### src/rtl/tdm_pkg.sv
// tdm_pkg: shared slot count, slot-index width and demux state encoding
// Contents:
//   NUM_SLOTS - time slots per TDM frame (fixed at 4)
//   SLOT_W    - width of the slot index
//   state_t   - frame alignment state {HUNT, LOCKED}
package tdm_pkg;
  localparam int NUM_SLOTS = 4;
  localparam int SLOT_W = 2;
  typedef enum logic {HUNT, LOCKED} state_t;
endpackage

### src/rtl/tdm_slot_cnt.sv
// tdm_slot_cnt: modulo-4 slot counter with load-to-1 and hold
// Ports:
//   clk   - clock, rising edge
//   rst_n - asynchronous active-low reset, clears slot to 0
//   load  - set slot to 1 (slot 0 was just captured on a frame_sync)
//   inc   - advance slot by one, 3 wraps to 0
//   slot  - current slot index
module tdm_slot_cnt
  import tdm_pkg::*;
(
  input  logic              clk,
  input  logic              rst_n,
  input  logic              load,
  input  logic              inc,
  output logic [SLOT_W-1:0] slot
);
  always_ff @(posedge clk or negedge rst_n)
    if (!rst_n) slot <= '0;
    else if (load) slot <= SLOT_W'(1);
    else if (inc) slot <= slot + SLOT_W'(1);
endmodule

### src/rtl/tdm_demux4.sv
// tdm_demux4: 4-slot TDM demultiplexer with frame_sync alignment
// Ports:
//   clk        - clock, rising edge
//   rst_n      - asynchronous active-low reset
//   din        - serialized slot samples
//   din_valid  - din carries one slot sample this cycle
//   frame_sync - with din_valid, din is the slot-0 sample
//   out0..out3 - last captured sample of each slot
//   out_valid  - one-cycle strobe per slot when its output updates
//   frame_done - one-cycle pulse when slot 3 is captured
//   locked     - high while aligned to the frame
//   sync_err   - one-cycle pulse on a frame_sync arriving at slot != 0
module tdm_demux4 #(
  parameter int WIDTH = 8,
  parameter int NUM_SLOTS = tdm_pkg::NUM_SLOTS
) (
  input  logic                 clk,
  input  logic                 rst_n,
  input  logic [WIDTH-1:0]     din,
  input  logic                 din_valid,
  input  logic                 frame_sync,
  output logic [WIDTH-1:0]     out0,
  output logic [WIDTH-1:0]     out1,
  output logic [WIDTH-1:0]     out2,
  output logic [WIDTH-1:0]     out3,
  output logic [NUM_SLOTS-1:0] out_valid,
  output logic                 frame_done,
  output logic                 locked,
  output logic                 sync_err
);
  import tdm_pkg::SLOT_W;
  import tdm_pkg::state_t;
  import tdm_pkg::HUNT;
  import tdm_pkg::LOCKED;
  state_t state;
  logic [WIDTH-1:0] q [NUM_SLOTS];
  logic [SLOT_W-1:0] slot, idx;
  logic sync, inc, acc;
  // A synced sample is always slot 0, in either state; unsynced samples
  // only count once aligned.
  assign sync = din_valid && frame_sync;
  assign inc = din_valid && !frame_sync && state == LOCKED;
  assign acc = sync || inc;
  assign idx = sync ? '0 : slot;
  tdm_slot_cnt u_cnt (
    .clk  (clk),
    .rst_n(rst_n),
    .load (sync),
    .inc  (inc),
    .slot (slot)
  );
  always_ff @(posedge clk or negedge rst_n)
    if (!rst_n) begin
      state <= HUNT;
      locked <= 1'b0;
      out_valid <= '0;
      frame_done <= 1'b0;
      sync_err <= 1'b0;
      for (int i = 0; i < NUM_SLOTS; i++) q[i] <= '0;
    end else begin
      state <= sync ? LOCKED : state;
      locked <= sync || state == LOCKED;
      out_valid <= acc ? NUM_SLOTS'(1) << idx : '0;
      frame_done <= acc && idx == SLOT_W'(NUM_SLOTS - 1);
      sync_err <= sync && state == LOCKED && slot != '0;
      if (acc) q[idx] <= din;
    end
  assign out0 = q[0];
  assign out1 = q[1];
  assign out2 = q[2];
  assign out3 = q[3];
endmodule
### config.mk
export PLATFORM = sky130hd
export DESIGN_NAME = tdm_demux4
export DESIGN_NICKNAME = d
export VERILOG_FILES = /design/src/rtl/tdm_pkg.sv /design/src/rtl/tdm_slot_cnt.sv /design/src/rtl/tdm_demux4.sv
export SDC_FILE = /design/constraint.sdc
export NUM_CORES = 1
export LEC_CHECK = 0
export ABC_AREA = 1
export CORE_ASPECT_RATIO = 1.25
export CORE_MARGIN = 3
export CORE_UTILIZATION = 25
export DETAILED_ROUTE_END_ITERATION = 7
export GPL_TIMING_DRIVEN = 0
export PLACE_DENSITY = 0.47
export SYNTH_ARGS = -nofsm -noshare
export SYNTH_HDL_FRONTEND = slang
export SYNTH_HIERARCHICAL = 1
export SYNTH_SLANG_ARGS = --single-unit
### constraint.sdc
create_clock -name clk -period 1.64 [get_ports clk]
set_clock_uncertainty 0.05 [all_clocks]
set_input_delay 0.246 -clock clk [delete_from_list [all_inputs] [get_ports clk]]
set_output_delay 0.246 -clock clk [all_outputs]
set_load 0.03 [all_outputs]
==> results.md <==
* Status: completed
* Hold path depth at 2
* Data required, critical path at 1340 ps
* Sequential area share after synthesis at 62.7%
* Cell row count at 32
* Final setup viols at 0
* Worst-Margin Slew at 549 ps
* Htree depth at 2
* Chip height at 96.4 um
* Router iterations before antenna repair at 4
* Residual DRC at 0
* Post-layout instance area at 2410 um^2
* CP delay by family, top: buffers and inverters
* Commonest non-fill, non-tap cells in the layout: 78 x nand2_1, 41 x dfrtp_1, 26 x nand3_1
* Mapped Nets at 186
* CP Buf/Inv Count at 1
* DRT iter0 DRCs at 90
* Post-DP HPWL at 3.06 mm
* Clk sink count at 41
* GRT Util Overall at 12.1%
* GR Util met1 at 15.3%
* Clk buf depth at 2
* Die width at 78.3 um
* Avg Cell Area, Syn at 9.40 um^2
* VDD IR max at 0.382 mV
* Worst path depth at 1
* Switching power at 1.35 mW
* Crit path capture: out1[1]
* RSZ-0062 raised after global routing: false
* Core Box Area at 6250 um^2
* TritonCTS clock tree: yes
* Clock-pin slew on the worst setup and hold paths at 80 ps
* Worst hold-check slack at 419 ps
* Crit path DAT at 1300 ps
* Largest stage delay, worst path at 670 ps
* Worst-case reg-to-reg path depth at 5
* Met2 Usage GRT at 19.6%
* Filler cells at 681
* Tot Pwr at 3.42 mW
* Multi-input logic area at 557 um^2
* Gr ovfl total at 0
* DR WL/cell at 13.6 um
* Cell Int Power at 2.08 mW
* Internal reg-to-reg setup slack at 280 ps
* Startpoint types: register
* Final ANT Viol Nets at 0
* Pin count of the biggest net entering global routing at 23
* P_leak at 1.52 nW
* CP max-delay cell: clkdlybuf4s50_1
* Pins Over Slew Limit at 0
* CTS Buf Count at 5
* Synth Instances at 174
* Critical Path Sink Type: output pin
* Via Count at 1315
* Min Tclk post-route at 1600 ps
* Max frequency at 626 MHz
* GRT Max-Usage Layer: met2
* Worst R2R End: out1[0]
* Number of synthesized register bits at 41
* Ant. Diodes at 0
* DP Area at 2260 um^2
* Synth cell types at 15
* DR vias/cell at 4.12
* Hold Path Class: reg -> reg
* Initial core utilization at 26.2%
* Max-cap viol count at 0
* Root buffer cell: clkbuf_8
* Final period util at 97.4%
* First-pass GRT wire length at 6.77 mm
* Max Fanout on Critical Path at 2
* Sw Ratio at 39.3%
* Seq. cell area at 1030 um^2
* Gpl congestion at 0.711
* Clk pwr share at 18.5%
* PD cells at 1420 nW/um^2
* Die area at 7550 um^2
* I/O Pins at 51
* Vias in the first global route at 1274
* Clk_lat worst skew at 290 ps
* Final hold violations at 0
* Reg2reg start: u_cnt/slot[0]
* Max-slew headroom at 63.4%
* Layout cells sized above 1 at 10.3%
* WL final at 4.32 mm
* Final Net Count at 245
* CP startpoint: out1[1]
* Sequential Power Share at 41.1%
* Number of port buffers at 50
* Met3 Use GR at 3.43%
* Syn Std Cell Area at 1640 um^2
* Initial antenna violation count at 0
* Sequence of cells on the critical path: clkdlybuf4s50_1
* Synth-to-Final Area Change at 47.4%
* Crit path kind: reg -> out
* Synth warn at 6
* Commonest non-fill, non-tap cell in the layout: nand2_1
* Comb pwr share at 40.5%
==> metal layers <==
layer / routed length, um / vias to the layer above / part of all wire (%)
li1: - / 666 / -
met1: 2000 / 625 / 46
met2: 2150 / 22 / 50
met3: 130 / 2 / 3.0
met4: 42 / 0 / 0.97
met5: 0 / - / 0
==> cell usage after synthesis <==
library cell	number	area share, %
nand2_1	78	18
dfrtp_1	41	63
nand3_1	26	8.0
inv_1	9	2.1
nand2_2	4	1.5
nor2_1	3	0.69
nor2_4	3	2.1
buf_4	2	0.92
nand2_4	2	1.4
a21oi_1	1	0.31
a21oi_4	1	0.99
inv_2	1	0.23
nor2_2	1	0.38
nor3_1	1	0.31
o21ai_2	1	0.54
==> per-stage QoR <==
| stage | TNS (ps) | setup slack [ps] | util, % | std cells |
|---|---|---|---|---|
| 6_report | 0 | 43.1 | 38.6 | 319 |
| 5_1_grt | 0 | 6.30 | 38.6 | 319 |
| 4_1_cts | 0 | 1.82 | 37.6 | 319 |
| 3_5_place_dp | -1980 | -130 | 36.3 | 310 |
| 3_3_place_gp | -38050 | -890 | 35.9 | 309 |
| 2_1_floorplan | 0 | 488 | - | 174 |
==> cell families after synthesis <==
kind of cell | share of synthesized area (%)
AOI/OAI and AO/OA | 1.84
buffers and inverters | 3.21
DFF | 62.7
and+or+nand+nor | 32.2
==> how the worst min path moves through the flow <==
| stage | startpoint | endpoint |
|---|---|---|
| 6_report | out3[0] | out3[0] |
| 2_1_floorplan | rst_n | frame_done |
| 4_1_cts | out2[5] | out2[5] |
| 5_1_grt | out2[5] | out2[5] |
| 3_3_place_gp | out1[7] | out1[7] |
| 3_5_place_dp | rst_n | out_valid[1] |
==> sequential cells by signal, indices dropped and copies added, names as in the netlist <==
| name | flops |
|---|---|
| frame_done | 1 |
| locked | 1 |
| out0 | 8 |
| out1 | 8 |
| out2 | 8 |
| out3 | 8 |
| out_valid | 3 |
| state | 1 |
| sync_err | 1 |
| u_cnt/slot | 2 |
==> area by class of cell <==
type | count | share of cell area, %
buffer | 2 | 0.623
sequential | 41 | 42.6
clock inverter | 2 | 0.415
clock buffer | 6 | 3.01
timing repair buffer | 52 | 24.3
multi-input combinational | 121 | 23.1
inverter | 10 | 1.56
tap | 85 | 4.41
==> repair_timing <==
action | in CTS | in global routing
setup buffers | 0 | 0
endpoints found under the hold margin | 21 | 0
setup endpoints to repair | 8 | 25
gates resized for setup | 8 | 25
hold buffers | 1 | 0
gates cloned | 0 | 0
==> power groups by stage <==
stage | registers, mW | clock network, mW | logic, mW
5_1_grt | 1.44 | 0.703 | 1.49
3_5_place_dp | 1.44 | 0 | 1.47
3_3_place_gp | 1.44 | 0 | 1.45
4_1_cts | 1.42 | 0.664 | 1.44
2_1_floorplan | 1.94 | 0 | 0.287
6_report | 1.41 | 0.632 | 1.39
Note: power is estimated with default switching activity, not from simulation.
